[src/rtl/izh_pkg.sv]
`default_nettype none
// ============================================================================
//  Module   : izh_pkg
//  Purpose  : Shared types and helpers for the Izhikevich neuron array
//             current path: default current width, signed current type,
//             bank-store FSM state encoding and a saturating adder.
//  Ports    : none (package)
//  Revision : 1.0  initial release
// ============================================================================
package izh_pkg;

  localparam int CURRENT_W = 17;

  typedef logic signed [CURRENT_W-1:0] current_t;

  typedef enum logic [0:0] {
    IDLE  = 1'b0,
    CLEAR = 1'b1
  } state_t;

  typedef struct packed {
    current_t sum;
    logic     ovf;
  } sat_result_t;

  // Add two currents at CURRENT_W+1 bits. When sat_en is set and the true
  // sum does not fit, clamp to the most positive / most negative value and
  // flag it; otherwise the low CURRENT_W bits are returned (modulo wrap).
  function automatic sat_result_t sat_add(input current_t a,
                                          input current_t b,
                                          input logic     sat_en);
    logic signed [CURRENT_W:0] w_wide;
    sat_result_t               r;
    w_wide = {a[CURRENT_W-1], a} + {b[CURRENT_W-1], b};
    r.ovf  = sat_en & (w_wide[CURRENT_W] ^ w_wide[CURRENT_W-1]);
    if (r.ovf) begin
      r.sum = w_wide[CURRENT_W] ? {1'b1, {(CURRENT_W-1){1'b0}}}
                                : {1'b0, {(CURRENT_W-1){1'b1}}};
    end else begin
      r.sum = w_wide[CURRENT_W-1:0];
    end
    return r;
  endfunction

endpackage
`default_nettype wire

[src/rtl/current_sat_add.sv]
`default_nettype none
// ============================================================================
//  Module   : current_sat_add
//  Purpose  : Combinational WIDTH-bit signed adder with optional clamping.
//  Ports    : a, b  in  WIDTH  signed operands
//             sum   out WIDTH  wrapped or clamped sum
//             ovf   out 1      set when a clamp was applied (0 if SAT_EN=0)
//  Revision : 1.0  initial release
// ============================================================================
module current_sat_add
  import izh_pkg::*;
#(
  parameter int WIDTH  = CURRENT_W,
  parameter bit SAT_EN = 1'b0
) (
  input  logic signed [WIDTH-1:0] a,
  input  logic signed [WIDTH-1:0] b,
  output logic signed [WIDTH-1:0] sum,
  output logic                    ovf
);

  generate
    if (WIDTH == CURRENT_W) begin : g_pkg_add
      // Native current width: reuse the shared package helper.
      sat_result_t w_res;
      assign w_res = sat_add(current_t'(a), current_t'(b), SAT_EN);
      assign sum   = w_res.sum;
      assign ovf   = w_res.ovf;
    end else begin : g_generic_add
      logic signed [WIDTH:0] w_wide;
      logic                  w_sign_mismatch;
      assign w_wide          = {a[WIDTH-1], a} + {b[WIDTH-1], b};
      // Top two bits differ exactly when the sum left the WIDTH-bit range.
      assign w_sign_mismatch = w_wide[WIDTH] ^ w_wide[WIDTH-1];
      assign ovf             = SAT_EN & w_sign_mismatch;
      assign sum             = ovf ? (w_wide[WIDTH] ? {1'b1, {(WIDTH-1){1'b0}}}
                                                    : {1'b0, {(WIDTH-1){1'b1}}})
                                   : w_wide[WIDTH-1:0];
    end
  endgenerate

endmodule
`default_nettype wire

[src/rtl/current_bank_accum.sv]
`default_nettype none
// ============================================================================
//  Module   : current_bank_accum
//  Purpose  : Double-buffered synaptic current store. Bank I is read by the
//             neuron update; bank I_next is written/accumulated by spike
//             delivery. A swap exchanges the banks, then a DEPTH-cycle sweep
//             zeroes the new I_next.
//  Config   : define ICU_SATURATE_EN to clamp accumulations and drive the
//             sticky overflow flag; otherwise accumulation wraps and
//             overflow stays 0.
//  Ports    : clk, asyn_reset            clock, async active-high reset
//             swap / swap_ready          bank exchange handshake
//             i_next_write_*             write/accumulate into I_next
//             write_ready                writes accepted while high
//             i_read_tag/value           I bank read, 1-cycle latency
//             i_next_read_tag/value      I_next bank read, 1-cycle latency
//             overflow                   sticky saturation flag
//  Revision : 1.0  initial release
// ============================================================================
module current_bank_accum
  import izh_pkg::*;
#(
  parameter  int WIDTH = CURRENT_W,
  parameter  int DEPTH = 16,
  localparam int TAG_W = $clog2(DEPTH)
) (
  input  logic                    clk,
  input  logic                    asyn_reset,
  input  logic                    swap,
  output logic                    swap_ready,
  input  logic                    i_next_write_en,
  input  logic                    i_next_write_mode,
  input  logic [TAG_W-1:0]        i_next_write_tag,
  input  logic signed [WIDTH-1:0] i_next_write_value,
  output logic                    write_ready,
  input  logic [TAG_W-1:0]        i_read_tag,
  output logic signed [WIDTH-1:0] i_read_value,
  input  logic [TAG_W-1:0]        i_next_read_tag,
  output logic signed [WIDTH-1:0] i_next_read_value,
  output logic                    overflow
);

`ifdef ICU_SATURATE_EN
  localparam bit c_SAT_EN = 1'b1;
`else
  localparam bit c_SAT_EN = 1'b0;
`endif

  localparam logic [TAG_W-1:0] c_LAST_PTR = TAG_W'(DEPTH - 1);

  // r_bank[r_bank_sel] is I, r_bank[~r_bank_sel] is I_next.
  logic signed [WIDTH-1:0] r_bank [2][DEPTH];
  logic                    r_bank_sel;
  state_t                  r_state;
  logic [TAG_W-1:0]        r_clr_ptr;
  logic                    r_overflow;

  logic                    w_next_sel;
  logic                    w_idle;
  logic                    w_wr_in_range;
  logic                    w_rd_in_range;
  logic                    w_nrd_in_range;
  logic                    w_wr_accept;
  logic signed [WIDTH-1:0] w_acc_old;
  logic signed [WIDTH-1:0] w_add_sum;
  logic                    w_add_ovf;
  logic signed [WIDTH-1:0] w_wr_data;

  assign w_next_sel     = ~r_bank_sel;
  assign w_idle         = (r_state == IDLE);
  assign w_wr_in_range  = (int'(i_next_write_tag) < DEPTH);
  assign w_rd_in_range  = (int'(i_read_tag) < DEPTH);
  assign w_nrd_in_range = (int'(i_next_read_tag) < DEPTH);
  assign w_wr_accept    = w_idle & i_next_write_en & w_wr_in_range;

  assign w_acc_old = w_wr_in_range ? r_bank[w_next_sel][i_next_write_tag] : '0;

  current_sat_add #(
    .WIDTH  (WIDTH),
    .SAT_EN (c_SAT_EN)
  ) u_sat_add (
    .a   (w_acc_old),
    .b   (i_next_write_value),
    .sum (w_add_sum),
    .ovf (w_add_ovf)
  );

  assign w_wr_data = i_next_write_mode ? w_add_sum : i_next_write_value;

  assign swap_ready  = w_idle;
  assign write_ready = w_idle;
  assign overflow    = r_overflow;

  always_ff @(posedge clk or posedge asyn_reset) begin
    if (asyn_reset) begin
      for (int b = 0; b < 2; b++) begin
        for (int e = 0; e < DEPTH; e++) begin
          r_bank[b][e] <= '0;
        end
      end
      r_bank_sel        <= 1'b0;
      r_state           <= IDLE;
      r_clr_ptr         <= '0;
      r_overflow        <= 1'b0;
      i_read_value      <= '0;
      i_next_read_value <= '0;
    end else begin
      // Reads sample the arrays before this edge's write/swap/clear.
      i_read_value <= w_rd_in_range ? r_bank[r_bank_sel][i_read_tag] : '0;
      // During the sweep every I_next entry is either cleared or about to
      // be, so the whole bank reads as zero.
      i_next_read_value <= (w_idle && w_nrd_in_range)
                           ? r_bank[w_next_sel][i_next_read_tag] : '0;

      case (r_state)
        IDLE: begin
          // The write lands in the current I_next even when a swap is
          // accepted on the same edge, so it ends up in the new I.
          if (w_wr_accept) begin
            r_bank[w_next_sel][i_next_write_tag] <= w_wr_data;
          end
          if (w_wr_accept && i_next_write_mode && w_add_ovf) begin
            r_overflow <= 1'b1;
          end
          // Swap clears overflow last, so it wins over a same-cycle clamp.
          if (swap) begin
            r_bank_sel <= ~r_bank_sel;
            r_clr_ptr  <= '0;
            r_overflow <= 1'b0;
            r_state    <= CLEAR;
          end
        end
        CLEAR: begin
          r_bank[w_next_sel][r_clr_ptr] <= '0;
          if (r_clr_ptr == c_LAST_PTR) begin
            r_clr_ptr <= '0;
            r_state   <= IDLE;
          end else begin
            r_clr_ptr <= r_clr_ptr + TAG_W'(1);
          end
        end
        default: begin
          r_state <= IDLE;
        end
      endcase
    end
  end

endmodule
`default_nettype wire

[config.mk]
export PLATFORM = sky130hd
export DESIGN_NAME = current_bank_accum
export DESIGN_NICKNAME = d
export VERILOG_FILES = /design/src/rtl/izh_pkg.sv /design/src/rtl/current_sat_add.sv /design/src/rtl/current_bank_accum.sv
export SDC_FILE = /design/constraint.sdc
export NUM_CORES = 2
export LEC_CHECK = 0
export CORE_UTILIZATION = 45
export DETAILED_ROUTE_END_ITERATION = 6
export PLACE_DENSITY_LB_ADDON = 0.12
export SETUP_SLACK_MARGIN = 0.05
export SKIP_CTS_REPAIR_TIMING = 1
export SYNTH_ARGS = -nofsm -noshare
export SYNTH_HDL_FRONTEND = slang
export SYNTH_SLANG_ARGS = --single-unit
[constraint.sdc]
create_clock -name clk -period 38.2 [get_ports clk]
set_input_delay 7.64 -clock clk [delete_from_list [all_inputs] [get_ports clk]]
set_output_delay 7.64 -clock clk [all_outputs]
set_load 0.02 [all_outputs]
==> summary.md <==
The flow ran to the end, and the final reports show no timing, DRC or antenna violations. After filler insertion, the fill cell instance count of the layout stands at 6959. For this block, the via count after detailed routing is 29000. The clock passes through at most 3 buffers. The number of placed instances, taps included, is 3949. The type of destination of the critical path is a flip-flop.

The wire length per cell after detailed routing came out at 35.37 um. Clock root buffer master: clkbuf_16. The tools report the critical register-to-register path startpoint as r_bank_sel$_DFFE_PP0P_. The transition time of the tightest slew-check pin was 1.374 ns; the cell area after technology mapping was 35340 um2.

Summing the areas of all and, or, nand and nor instances in the mapped netlist gives 8.980% of the synthesized area. In this run the count of I/O pins placed on the die edge is 71. The worst hold path belongs to the class flip-flop to flip-flop. The number of standard-cell rows in the floorplan is 102. The number of cells on the worst reg-to-reg path is 15. The signal on the critical path passes through clkdlybuf4s50_1, buf_4, inv_1, nor2_1, nand2_1, o22ai_1, nor3_1, o221ai_1, ha_1, nor3_1, o2111ai_1, a41oi_1, nor3_1, or4_1, a31oi_4, nor3_1, o22a_1. The library cell used most frequently in the layout, excluding fill and tap cells, is dfrtp_1. In this run, synthesis inferred 0 flip-flops with an integrated enable. The number of buffers inserted during clock tree synthesis came out at 69. Ranked by total cell area, the synthesized netlist is headed by dfrtp_1, mux4_2, o21ai_0. The die outline width was 282.2 um.

In this run the most critical hold path is launched from r_bank[174]$_DFFE_PP0P_. The post-synthesis compound-gate area fraction was 12.74%; the stage delay of the slowest cell on the critical path was 0.86 ns. For the number of nets in the finished design, the log shows 3035. After detailed routing, the number of remaining DRC violations is 0. Number of library cell types mapped by synthesis: 73. The portion of synthesized area spent on multiplexers is 32.35%. The floorplan step defined a die boundary enclosing 79650 um2. Counting flops and latches in the post-synthesis netlist gives 584. The maximum clock rate was 74.03 MHz; the final hold slack was 0.5020 ns. The cell with the most instances on the worst path is nor3_1. The smallest clock period supported by the final layout is computed as 13.51 ns.

The HPWL after detailed placement was 89230 um. Summed over all layers, the routed wires come to 144200 um. The non-filler instance count after layout was 4075; the post-synth net total was 3110.

The tools report the number of nets still failing antenna checks after routing as 0. Buffers placed on the I/O ports in this run total 69. The largest family of logic cells by synthesized area was multiplexers. For this block, wires on met1 add up to 52420 um. For the length of routed met2 wiring, the log shows 63590 um.

The share of the clock period used by the worst path after layout was 35.36%; the starting utilization of the core area was 45.54%. For the via count of the first global-routing pass, the log shows 28890. For the final database, setup skew stands at 0.01763 ns.

TritonCTS built the clock tree. For this design, the sink count on the clock tree is 584. Kind of critical path: input port to flip-flop.

The clock-pin slew on the worst setup and hold paths is 0.06 ns, and the layout overhead on the synthesized area is 10.72%. Wire segments on met3 add up to 17800 um in the final route. The top layer used by detailed routing is met5. STA puts the critical path data required time at 38.71 ns.

STA classifies the critical path startpoint as an input port. Counting instances, the worst hold path has a depth of 2. The weighted congestion reported at the end of routability-driven placement is 0.9668. The run gives 3055 as the cell count after synthesis.

In this run the standard cell core region covers 77590 um2. The xor and xnor fraction of the mapped netlist area works out to 0.2726%. Setup repair after global routing left no endpoint under its margin. Number of antenna violations at the first check in global routing: 7. The first global-routing pass estimated 207100 um of wire. After synthesis, the share of flip-flops with an asynchronous set or reset is 100.0%. In the synthesized netlist the dominant register cell turns out to be dfrtp_1. The logs give 36.90% for the total global-route track usage and 0 for the final setup violation count. Summed over its instances, the top area cell type makes up 41.36% of the synthesized netlist area. For the register area share after synthesis, the log shows 41.36%. The clock tree synthesis step divided the H-tree into 3 levels. For this run the aggregate overflow at the end of global routing stands at 0. At the worst endpoint, the arrival time is 14.02 ns. Each instance of the synthesized netlist takes up on average 11.57 um2. The via density per instance was 7.117; the total iterations of the first detailed-routing run was 6. Leading area contributor after synthesis: dfrtp_1.

The worst relative slew slack is 8.176%, and the hold violation count in the final report is 0. The tools report the max capacitance violation total as 0. Largest net degree at the start of global routing: 136. In this run the critical register-to-register path is captured at r_bank[216]$_DFFE_PP0P_.

The Yosys step of the flow raised 0 warnings. The critical-path maximum fanout was 35. The total power divided by cell area came out at 52.52 nW/um2. The library cells used most frequently in the layout, excluding fill and tap cells, are dfrtp_1, nand2_1, mux4_2. The floorplan die height is 282.2 um, and the standby leakage power is 16.05 nW. The end point of the worst hold path was r_bank[174]$_DFFE_PP0P_.

For the post-route standard cell area excluding fillers, the log shows 39120 um2. Summing all placed instances gives a cell area of 36890 um2. The clock reaches the later pin of the worst-skew pair after 0.64 ns. The final-report max-slew violation count was 0; the setup slack of the worst register-to-register path was 30.96 ns. On the critical path, the stage with the largest delay is an instance of a31oi_4. After routing, the total negative slack on setup checks comes to 0 ns. The synthesized netlist devotes 0.7648% of its cell area to adder and majority cells.

In this run, the number of DRC markers left after iteration 0 of detailed routing was 3720. The worst-case IR drop observed on VDD is 0.00004815 V. Of the cells placed in the final design, the portion with a size suffix greater than 1 is 22.78%.
## power breakdown
part | internal [mW] | switching, mW
clock | 0.383 | 0.283
sequential | 0.683 | 0.0812
combinational | 0.251 | 0.374
total | 1.32 | 0.738
## worst max path at each step
stage | slack [ns] | to | depth (start not counted) | from
global placement | 24.22 | r_bank[165]$_DFFE_PP0P_ | 15 | i_next_write_tag[0]
CTS | 24.74 | r_bank[114]$_DFFE_PP0P_ | 15 | i_next_write_tag[0]
detailed placement | 24.11 | r_bank[471]$_DFFE_PP0P_ | 15 | i_next_write_tag[0]
floorplan | 14.22 | i_next_read_value[0]$_DFF_PP0_ | 1 | asyn_reset
global route | 24.41 | r_bank[114]$_DFFE_PP0P_ | 17 | i_next_write_tag[0]
finish | 24.69 | r_bank[285]$_DFFE_PP0P_ | 17 | i_next_write_tag[2]
## per-layer routing
| layer | vias to the layer above | global-route usage (%) |
|---|---|---|
| met3 | 455 | 11.69 |
| li1 | 11420 | - |
| met2 | 2093 | 53.97 |
| met4 | 4 | 23.33 |
| met1 | 15030 | 47.69 |
| met5 | - | 0 |
## worst max-delay path: cells and delay by family
| kind | cells | cell delay (ns) |
|---|---|---|
| buf+inv | 3 | 1.06 |
| compound gates | 6 | 2.29 |
| simple gates | 7 | 2.54 |
| fa+ha+maj | 1 | 0.42 |
## through the flow
| stage | worst slack, ns | utilization [%] | total power, mW |
|---|---|---|---|
| 6_report | 24.69 | 50.42 | 2.055 |
| 5_1_grt | 24.41 | 50.41 | 2.120 |
| 4_1_cts | 24.74 | 50.41 | 2.045 |
| 3_5_place_dp | 24.11 | 47.54 | 1.385 |
| 3_3_place_gp | 24.22 | 47.54 | 1.369 |
| 2_1_floorplan | 14.22 | - | 1.190 |
## registers in the layout, summed over array words and instances (netlist names)
name / cells
r_bank: 544
i_next_read_value: 17
i_read_value: 17
r_clr_ptr: 4
r_bank_sel: 1
r_state: 1
## cell type report
class / instances / area, um2 / share of cell area (%)
inverters: 15 / 63.81 / 0.1631
flip-flops and latches: 584 / 14620 / 37.37
multi-input cells: 2177 / 19720 / 50.40
diodes: 2 / 5.005 / 0.01279
clock inverters: 25 / 207.7 / 0.5309
clock buffers: 99 / 2021 / 5.165
repair buffers: 133 / 1186 / 3.032
well taps: 1040 / 1301 / 3.326
## cell usage after synthesis (all sizes together) (4+ instances only)
library cell,instances
a211oi,7
a21o,10
a21oi,101
a221oi,5
a22o,73
a22oi,4
a31oi,23
and2,7
and3,5
buf,99
clkbuf,180
dfrtp,584
ha,20
inv,14
mux2,32
mux2i,136
mux4,431
nand2,494
nand2b,7
nand3,17
nor2,194
nor2b,9
nor3,32
nor4,5
o2111ai,5
o211ai,5
o21a,4
o21ai,433
o221ai,5
o22a,18
o22ai,42
o31ai,6
or2,6
or4,4
xnor2,11
## cell families (layout without fill, tap and decap cells)
group | Yosys count | count (layout)
mux | 599 | 599
buf+inv | 294 | 272
simple gates | 785 | 785
fa+ha+maj | 21 | 21
xor+xnor | 11 | 11
other cells | 1 | 3
compound gates | 760 | 760
flops | 584 | 584
Power figures use the tool's default switching activity.
